`src/rtl/axis_result_tx_pkg.sv`:
```
// Shared constants, state encoding and beat-count helper for the result transmitter.
package axis_result_tx_pkg;

  localparam int dataWidth       = 16;
  localparam int numNeuronLayer4 = 10;

  typedef enum logic {
    IDLE = 1'b0,
    SEND = 1'b1
  } tx_state_t;

  // Beats per packet: one per neuron, plus the class-index beat when appended.
  function automatic int beats_of(input int num_out, input int append_idx);
    return num_out + ((append_idx != 0) ? 1 : 0);
  endfunction

endpackage

```
`src/rtl/axis_result_tx_result_slot.sv`:
```
// Registered vector + index holder with a valid flag; load wins over clear.
module result_slot
  import axis_result_tx_pkg::*;
#(
  parameter int VEC_W = numNeuronLayer4 * dataWidth,
  parameter int IDX_W = dataWidth
) (
  input  logic             i_clk,
  input  logic             i_rst,
  input  logic             i_load,
  input  logic             i_clear,
  input  logic [VEC_W-1:0] i_vec,
  input  logic [IDX_W-1:0] i_idx,
  output logic [VEC_W-1:0] o_vec,
  output logic [IDX_W-1:0] o_idx,
  output logic             o_valid
);

  logic [VEC_W-1:0] r_vec;
  logic [IDX_W-1:0] r_idx;
  logic             r_valid;

  always_ff @(posedge i_clk) begin
    if (i_rst) begin
      r_vec   <= '0;
      r_idx   <= '0;
      r_valid <= 1'b0;
    end else if (i_load) begin
      r_vec   <= i_vec;
      r_idx   <= i_idx;
      r_valid <= 1'b1;
    end else if (i_clear) begin
      r_valid <= 1'b0;
    end
  end

  assign o_vec   = r_vec;
  assign o_idx   = r_idx;
  assign o_valid = r_valid;

endmodule

```
`src/rtl/axis_result_tx.sv`:
```
// AXI-Stream master that serialises a result vector (plus optional class index) as one packet.
// Handshake: a beat moves on tvalid && tready; while stalled, tdata/tlast/tuser hold and tvalid stays high.
module axis_result_tx
  import axis_result_tx_pkg::*;
#(
  parameter int DATA_WIDTH = dataWidth,
  parameter int NUM_OUT    = numNeuronLayer4,
  parameter int APPEND_IDX = 1,
  parameter int IDX_WIDTH  = 32,
  parameter int CNT_WIDTH  = 16
) (
  input  logic                          s_axi_aclk,
  input  logic                          s_axi_aresetn,
  input  logic                          soft_reset,
  input  logic [NUM_OUT*DATA_WIDTH-1:0] in_data,
  input  logic [IDX_WIDTH-1:0]          class_idx,
  input  logic                          in_valid,
  output logic                          in_ready,
  output logic [DATA_WIDTH-1:0]         m_axis_tdata,
  output logic                          m_axis_tvalid,
  input  logic                          m_axis_tready,
  output logic                          m_axis_tlast,
  output logic                          m_axis_tuser,
  output logic                          busy,
  output logic [CNT_WIDTH-1:0]          drop_count,
  output tx_state_t                     dbg_state
);

  localparam int VEC_W  = NUM_OUT * DATA_WIDTH;
  localparam int BEATS  = beats_of(NUM_OUT, APPEND_IDX);
  localparam int BEAT_W = $clog2(BEATS + 1);
  localparam logic [BEAT_W-1:0] LAST_BEAT = BEAT_W'(BEATS - 1);
  localparam logic [BEAT_W-1:0] IDX_BEAT  = BEAT_W'(NUM_OUT);

  tx_state_t              r_state, w_next_state;
  logic [BEAT_W-1:0]      r_beat, w_next_beat;
  logic [CNT_WIDTH-1:0]   r_drop_count;

  logic                   w_rst;
  logic [DATA_WIDTH-1:0]  w_in_idx;
  logic                   w_tvalid, w_hs, w_last_beat, w_last_hs, w_idx_beat;

  logic                   w_act_load, w_act_clear, w_act_valid;
  logic [VEC_W-1:0]       w_act_vec_d, w_act_vec;
  logic [DATA_WIDTH-1:0]  w_act_idx_d, w_act_idx;
  logic                   w_pend_load, w_pend_clear, w_pend_valid;
  logic [VEC_W-1:0]       w_pend_vec;
  logic [DATA_WIDTH-1:0]  w_pend_idx;
  logic                   w_drop;

  assign w_rst = ~s_axi_aresetn | soft_reset;

  // The index is fitted to the beat width at capture, so slots only hold what is sent.
  generate
    if (IDX_WIDTH >= DATA_WIDTH) begin : g_idx_trunc
      assign w_in_idx = class_idx[DATA_WIDTH-1:0];
    end else begin : g_idx_zext
      assign w_in_idx = {{(DATA_WIDTH-IDX_WIDTH){1'b0}}, class_idx};
    end
  endgenerate

  result_slot #(.VEC_W(VEC_W), .IDX_W(DATA_WIDTH)) u_active (
    .i_clk   (s_axi_aclk),
    .i_rst   (w_rst),
    .i_load  (w_act_load),
    .i_clear (w_act_clear),
    .i_vec   (w_act_vec_d),
    .i_idx   (w_act_idx_d),
    .o_vec   (w_act_vec),
    .o_idx   (w_act_idx),
    .o_valid (w_act_valid)
  );

  result_slot #(.VEC_W(VEC_W), .IDX_W(DATA_WIDTH)) u_pending (
    .i_clk   (s_axi_aclk),
    .i_rst   (w_rst),
    .i_load  (w_pend_load),
    .i_clear (w_pend_clear),
    .i_vec   (in_data),
    .i_idx   (w_in_idx),
    .o_vec   (w_pend_vec),
    .o_idx   (w_pend_idx),
    .o_valid (w_pend_valid)
  );

  assign w_tvalid    = (r_state == SEND);
  assign w_hs        = w_tvalid & m_axis_tready;
  assign w_last_beat = (r_beat == LAST_BEAT);
  assign w_last_hs   = w_hs & w_last_beat;
  assign w_idx_beat  = (APPEND_IDX != 0) && (r_beat == IDX_BEAT);

  always_comb begin
    w_next_state = r_state;
    w_next_beat  = r_beat;
    w_act_load   = 1'b0;
    w_act_clear  = 1'b0;
    w_act_vec_d  = w_act_vec >> DATA_WIDTH;
    w_act_idx_d  = w_act_idx;
    w_pend_load  = 1'b0;
    w_pend_clear = 1'b0;
    w_drop       = 1'b0;
    unique case (r_state)
      IDLE: begin
        if (in_valid) begin
          w_act_load   = 1'b1;
          w_act_vec_d  = in_data;
          w_act_idx_d  = w_in_idx;
          w_next_beat  = '0;
          w_next_state = SEND;
        end
      end
      SEND: begin
        if (w_last_hs) begin
          // Chain straight into the next packet when one is waiting: no bubble on tvalid.
          w_next_beat = '0;
          if (w_pend_valid) begin
            w_act_load   = 1'b1;
            w_act_vec_d  = w_pend_vec;
            w_act_idx_d  = w_pend_idx;
            w_pend_load  = in_valid;
            w_pend_clear = ~in_valid;
          end else if (in_valid) begin
            w_act_load  = 1'b1;
            w_act_vec_d = in_data;
            w_act_idx_d = w_in_idx;
          end else begin
            w_act_clear  = 1'b1;
            w_next_state = IDLE;
          end
        end else begin
          if (w_hs) begin
            w_act_load  = 1'b1;
            w_next_beat = r_beat + BEAT_W'(1);
          end
          if (in_valid) begin
            if (!w_pend_valid) w_pend_load = 1'b1;
            else               w_drop      = 1'b1;
          end
        end
      end
      default: w_next_state = IDLE;
    endcase
  end

  always_ff @(posedge s_axi_aclk) begin
    if (w_rst) begin
      r_state      <= IDLE;
      r_beat       <= '0;
      r_drop_count <= '0;
    end else begin
      r_state <= w_next_state;
      r_beat  <= w_next_beat;
      if (w_drop && (r_drop_count != {CNT_WIDTH{1'b1}}))
        r_drop_count <= r_drop_count + CNT_WIDTH'(1);
    end
  end

  assign m_axis_tvalid = w_tvalid;
  assign m_axis_tdata  = !w_tvalid ? '0 : (w_idx_beat ? w_act_idx : w_act_vec[DATA_WIDTH-1:0]);
  assign m_axis_tlast  = w_tvalid & w_last_beat;
  assign m_axis_tuser  = w_tvalid & w_idx_beat;
  assign in_ready      = ~w_pend_valid;
  assign busy          = (r_state != IDLE) | w_pend_valid | w_act_valid;
  assign drop_count    = r_drop_count;
  assign dbg_state     = r_state;

endmodule
```
`config.mk`:
```
export PLATFORM = sky130hd
export DESIGN_NAME = axis_result_tx
export DESIGN_NICKNAME = d
export VERILOG_FILES = /design/src/rtl/axis_result_tx_pkg.sv /design/src/rtl/axis_result_tx_result_slot.sv /design/src/rtl/axis_result_tx.sv
export SDC_FILE = /design/constraint.sdc
export NUM_CORES = 1
export LEC_CHECK = 0
export ABC_CLOCK_PERIOD_IN_PS = 2300
export CORE_UTILIZATION = 48
export DETAILED_ROUTE_END_ITERATION = 12
export GPL_ROUTABILITY_DRIVEN = 0
export HOLD_SLACK_MARGIN = 0.08
export PLACE_DENSITY = 0.79
export SKIP_CTS_REPAIR_TIMING = 1
export SLEW_MARGIN = 20
export SYNTH_ARGS = -nofsm -noshare
export SYNTH_HDL_FRONTEND = slang
export SYNTH_SLANG_ARGS = --single-unit
```
`constraint.sdc`:
```
create_clock -name s_axi_aclk -period 2.3 [get_ports s_axi_aclk]
set_input_delay 0.345 -clock s_axi_aclk [delete_from_list [all_inputs] [get_ports s_axi_aclk]]
set_output_delay 0.345 -clock s_axi_aclk [all_outputs]
set_load 0.03 [all_outputs]
```
* Yosys cells after proc, flatten, opt, wreduce, memory -nomap -nowiden
Cells that the tools add are included.
** Word-level totals
- Input port bits :: 197
- Bits in registers :: 375
- Output and inout port bits :: 38
- Logic and storage cells :: 72
** Cells by class
- Bitwise logic cells :: 10
- Add/subtract/negate cells :: 2
- Muxes and demuxes :: 41
- Reduce and logical (&&, ||, !) cells :: 5
- Eq/ne operators :: 5
** Operators by type and width (number)
- 160-bit 2-to-1 mux :: 3
- 160-bit case mux with 2 select lines :: 1
- 16-bit 2-to-1 mux :: 5
- 16-bit case mux with 2 select lines :: 1
- 1-bit 2-to-1 mux :: 25
- 16-bit by 1-bit adder with 16-bit output, second input constant :: 1
- 16-bit != test, second input constant :: 1
- 4-bit 2-to-1 mux :: 3
- 4-bit case mux with 2 select lines :: 1
- 4-bit by 1-bit adder with 4-bit output, second input constant :: 1
- 4-bit equality test, second input constant :: 1
- 1-bit NOT :: 4
- 1-bit case mux with 2 select lines :: 2
- 2-bit AND reduction :: 2
- 2-bit nonzero test :: 2
- 1-bit bitwise AND :: 3
- 3-bit by 1-bit != test with 1-bit output, second input constant :: 1
- 1-bit bitwise OR :: 3
- 2-bit by 1-bit != test with 1-bit output, second input constant :: 1
- 2-bit != test, second input constant :: 1
- 1-bit logical AND :: 1

* Logic depth before layout (Yosys ltp)
- Depth after elaboration :: 6
- Depth in mapped cells :: 9
- Gate-level depth less buffers :: 6

* Modules after synthesis
A second synthesis with hierarchy kept.
** Second synthesis, totals
- Cells, all modules :: 2092
- Area total of the unflattened synthesis :: 20696.1 µm²
** Modules (own cells, without submodules)
- result_slot :: sequential area each 3543.4 µm², instances 2, cells an instance 572, area an instance 6319.8 µm²
- axis_result_tx :: sequential area each 420.4 µm², instances 1, cells an instance 948, area an instance 8056.5 µm²

* Worst setup path after synthesis
No wires, ideal clock.
- Path type :: reg2out
- Start point :: register r_state, in the netlist dbg_state
- End point :: output m_axis_tuser
- Setup slack :: 103 ps
- Buffers on the path :: 4
- Stages on the path, launching flop included :: 7
- Required time :: 1955 ps
- Arrival time :: 1852 ps
- Cells stage by stage :: dfxtp_1 > buf_4 > inv_1 > buf_2 > buf_1 > nor2_1 > buf_4
** On the way
- Cells in the longest elaborated chain, start to end :: 1
** Ends and longest elaborated chain
- from (decl) :: line axis_result_tx.sv:35 : tx_state_t r_state, w_next_state;
- from (signal assigned) :: line axis_result_tx.sv:151 : r_state <= w_next_state;
- 1-bit bitwise AND
- to (decl) :: line axis_result_tx.sv:23 : output logic m_axis_tuser,
Every way passes these cells.

* Worst setup path after layout
- Start point :: register r_beat[0]
- End point :: output m_axis_tdata[5]
** On the way
- Cells in the longest elaborated chain, start to end :: 3
** Ends and longest elaborated chain
- from (decl) :: line axis_result_tx.sv:36 : logic [BEAT_W-1:0] r_beat, w_next_beat;
- from (signal assigned) :: line axis_result_tx.sv:152 : r_beat <= w_next_beat;
- 4-bit equality test :: line axis_result_tx.sv:90 : assign w_idx_beat = (APPEND_IDX != 0) && (r_beat == IDX_BEAT);
- 16-bit 2-to-1 mux (2 in series) :: line axis_result_tx.sv:159 : assign m_axis_tdata = !w_tvalid ? '0 : (w_idx_beat ? w_act_idx : w_act_vec[DATA_WIDTH-1:0]);
- to (decl) :: line axis_result_tx.sv:19 : output logic [DATA_WIDTH-1:0] m_axis_tdata,
Every way passes these cells.

==> run metrics <==
Yosys top cell by area=dfxtp_1; die width=194.1 um; number of global-route vias before repair=between 15000 and 20000; count of nets left with antenna violations after detail routing=0; Final setup violation count=16; type of destination of the critical path=output pin; fmax=0.4267 GHz; max-cap violation count=0; Core Rows=70; portion of synthesized cell area occupied by the leading cell type=0.4237; overflow left after global routing=0; share of final-layout standard cells stronger than drive strength 1=0.1517; Clock Path Buffers=3; critical path, cell by cell=inv_4, ha_4, and3b_2, clkbuf_16, nand2_2, a21oi_2, buf_6; Area Overhead vs Synth=24.88%; worst-skew pair later-pin latency=0.54 ns; setup repair after global routing missed its margin=true; portion of the post-synthesis area used by sequential elements=0.4237; largest clock skew in the final design=0.01796 ns; fin. max-slew vios=0; worst slew margin relative to its limit=0.6267; Primary FF master, synth=dfxtp_1; library cell with the highest instance count after synthesis=dfxtp_1; count of flip-flops with a built-in enable after synthesis=0; Worst Path Required=1.96 ns; Worst EP arrival=2.00 ns; DIE AREA=37680 um^2; highest ir drop seen on vdd=approximately 0.00043 V; static leakage=7.168 nW; pin count of the biggest net entering global routing=101; share of the clock period used by the worst path after layout=1.019; number of remaining DRC errors=0; count of state elements after synthesis=roughly 380; placed inst area=around 21000 um^2; Non-Filler Instances=approximately 2700; clock tree from TritonCTS=done; first-pass GRT wire length=91.01 mm; kind of critical path=flop to output pin; Cell variety after synth=43; net count after synthesis=about 2400; shortest clock period the worst path allows after layout=about 2.3 ns; initial antenna violation count=2; instance count of the mapped netlist=2154; average wire per cell in the routed design=21.27 um; main area contributors after synthesis=dfxtp_1, a21oi_1, o21ai_0; CP Depth=7; slowest cell delay on critical path=0.36 ns; clock root buffer=clkbuf_16; Setup WS post-layout=-0.04363 ns; CTS Buf Count=40; Crit path max-delay family=buffers and inverters; worst r2r path cells=9; clock input transition at the sequential cells of the worst setup and hold paths=0.06 ns; area of the mapped netlist=17720 um^2; Core Region=36430 um^2; Async S/R FF share, synth=0; detailed-router iteration count before antenna repair=5; top-level port count=235; critical path launch point type=flop; Slowest cell on crit path=dfxtp_4; overall global routing resource usage=0.2923; count of buffering cells on the critical path with inverters included=3; Initial DRC Count=2280; via count of the routed design=18012; Avg Vias per Cell=about 6.6; transition at the pin with the smallest max-transition slack=roughly 0.55 ns; H-tree levels=2; total of buffers placed on input and output ports=approximately 220; min-delay worst type=input port to flop; number of hold violations in the final report=0; post-route cell area=22130 um^2; power per standard cell area=roughly 700 nW/um^2; initial core utilization=0.4863; leading post-synthesis cells by instance count=dfxtp_1, a21oi_1, o21ai_0; failing checks=negative setup slack; post-DP HPWL=~34 mm; instance count along the most critical hold path=3; Die Y-Extent=~190 um; count of nets after finishing=2438; post-placement cell count=2661; Post-Synthesis Mean Instance Area=~8.2 um^2; result of the run=complete, but fails checks; clk sinks=375; number of warnings issued by yosys=0; maximum net fanout on the critical path=8; aggregate routed wire length=58.23 mm
## placed cells by master, fill, tap and decap left out, drive strengths merged, types with 2 or more instances in the layout
cell             n
a21oi          370
a221oi         144
a22oi            2
a311oi          16
a31oi            2
a32oi           16
and2             2
and3             2
buf             86
bufinv           3
clkbuf          58
clkdlybuf4s50  197
clkinv           8
clkinvlp         2
dfxtp          375
diode            2
ha               3
inv              9
mux2           145
mux2i            3
nand2          205
nand2b           3
nand3          201
nand4            5
nor2            26
nor3             3
nor4             2
o21ai          343
o31ai            9
o41ai            4
or3              3
or4              9
xnor2            2
## final cells by class
| type | instances | area (um^2) |
|---|---|---|
| multi-input combinational | 1530 | 9392 |
| antenna | 2 | 5.005 |
| tap | 468 | 585.6 |
| clock buffer | 57 | 1166 |
| inverter | 7 | 28.78 |
| timing repair buffer | 284 | 3271 |
| sequential | 375 | 7516 |
| fill | 2991 | 14310 |
| clock inverter | 15 | 162.7 |
## logic make-up after synthesis
| logic type | synth area share |
|---|---|
| AOI/OAI and AO/OA | 0.2977 |
| buffers and inverters | 0.06017 |
| muxes | 0.09385 |
| and+or+nand+nor | 0.1206 |
| adders and majority gates | 0.002119 |
| xor gates and xnor gates | 0.001836 |
| DFF | 0.4237 |
## worst paths after layout
kind | end | slack (ns) | from
max | m_axis_tdata[5] | -0.04 | r_beat[0]
min | u_pending.o_valid | 0.16 | in_valid
max reg2reg | u_active.o_vec[52] | 0.14 | r_beat[0]
min reg2reg | u_active.o_vec[121] | 0.44 | u_pending.o_vec[121]
## tightest hold or removal path, stage by stage
cell     delay, ns
buf_6         0.15
o21ai_0       0.08
a21oi_1       0.06
## through the flow
step                      total power [mW]  TNS [ns]  setup WS (ns)  hold slack [ns]    util
after floorplan                      7.875         0         0.1029           0.4265       -
after global placement               8.662         0        0.02560           0.4304  0.5639
after detailed placement             8.690         0       0.008430           0.4372  0.5639
after CTS                            15.15    -7.252        -0.5285           0.1443  0.6004
after global routing                 15.61    -1.434        -0.1075           0.1767  0.6073
final                                15.16   -0.4327       -0.04363           0.1633  0.6073
## layer usage
| layer | wire length [um] | GRT usage | vias up |
|---|---|---|---|
| met4 | 2119 | 0.1176 | 0 |
| met5 | 0 | 0 | - |
| met3 | 5632 | 0.03879 | 140 |
| li1 | - | - | 8170 |
| met1 | 23410 | 0.4043 | 8592 |
| met2 | 27060 | 0.4603 | 1110 |
## report_power, final
part / switching [mW] / internal (mW) / leakage (nW)
registers: 0.151 / 6.67 / 3.04
logic: 0.963 / 0.834 / 3.47
clock network: 2.67 / 3.87 / 0.655
## sequential cells by signal (all words and copies together) (netlist names)
signal,cells
u_active.o_vec,160
u_pending.o_vec,160
drop_count,16
u_active.o_idx,16
u_pending.o_idx,16
r_beat,4
dbg_state,1
u_active.o_valid,1
u_pending.o_valid,1
(Power assumes the default switching activity.)
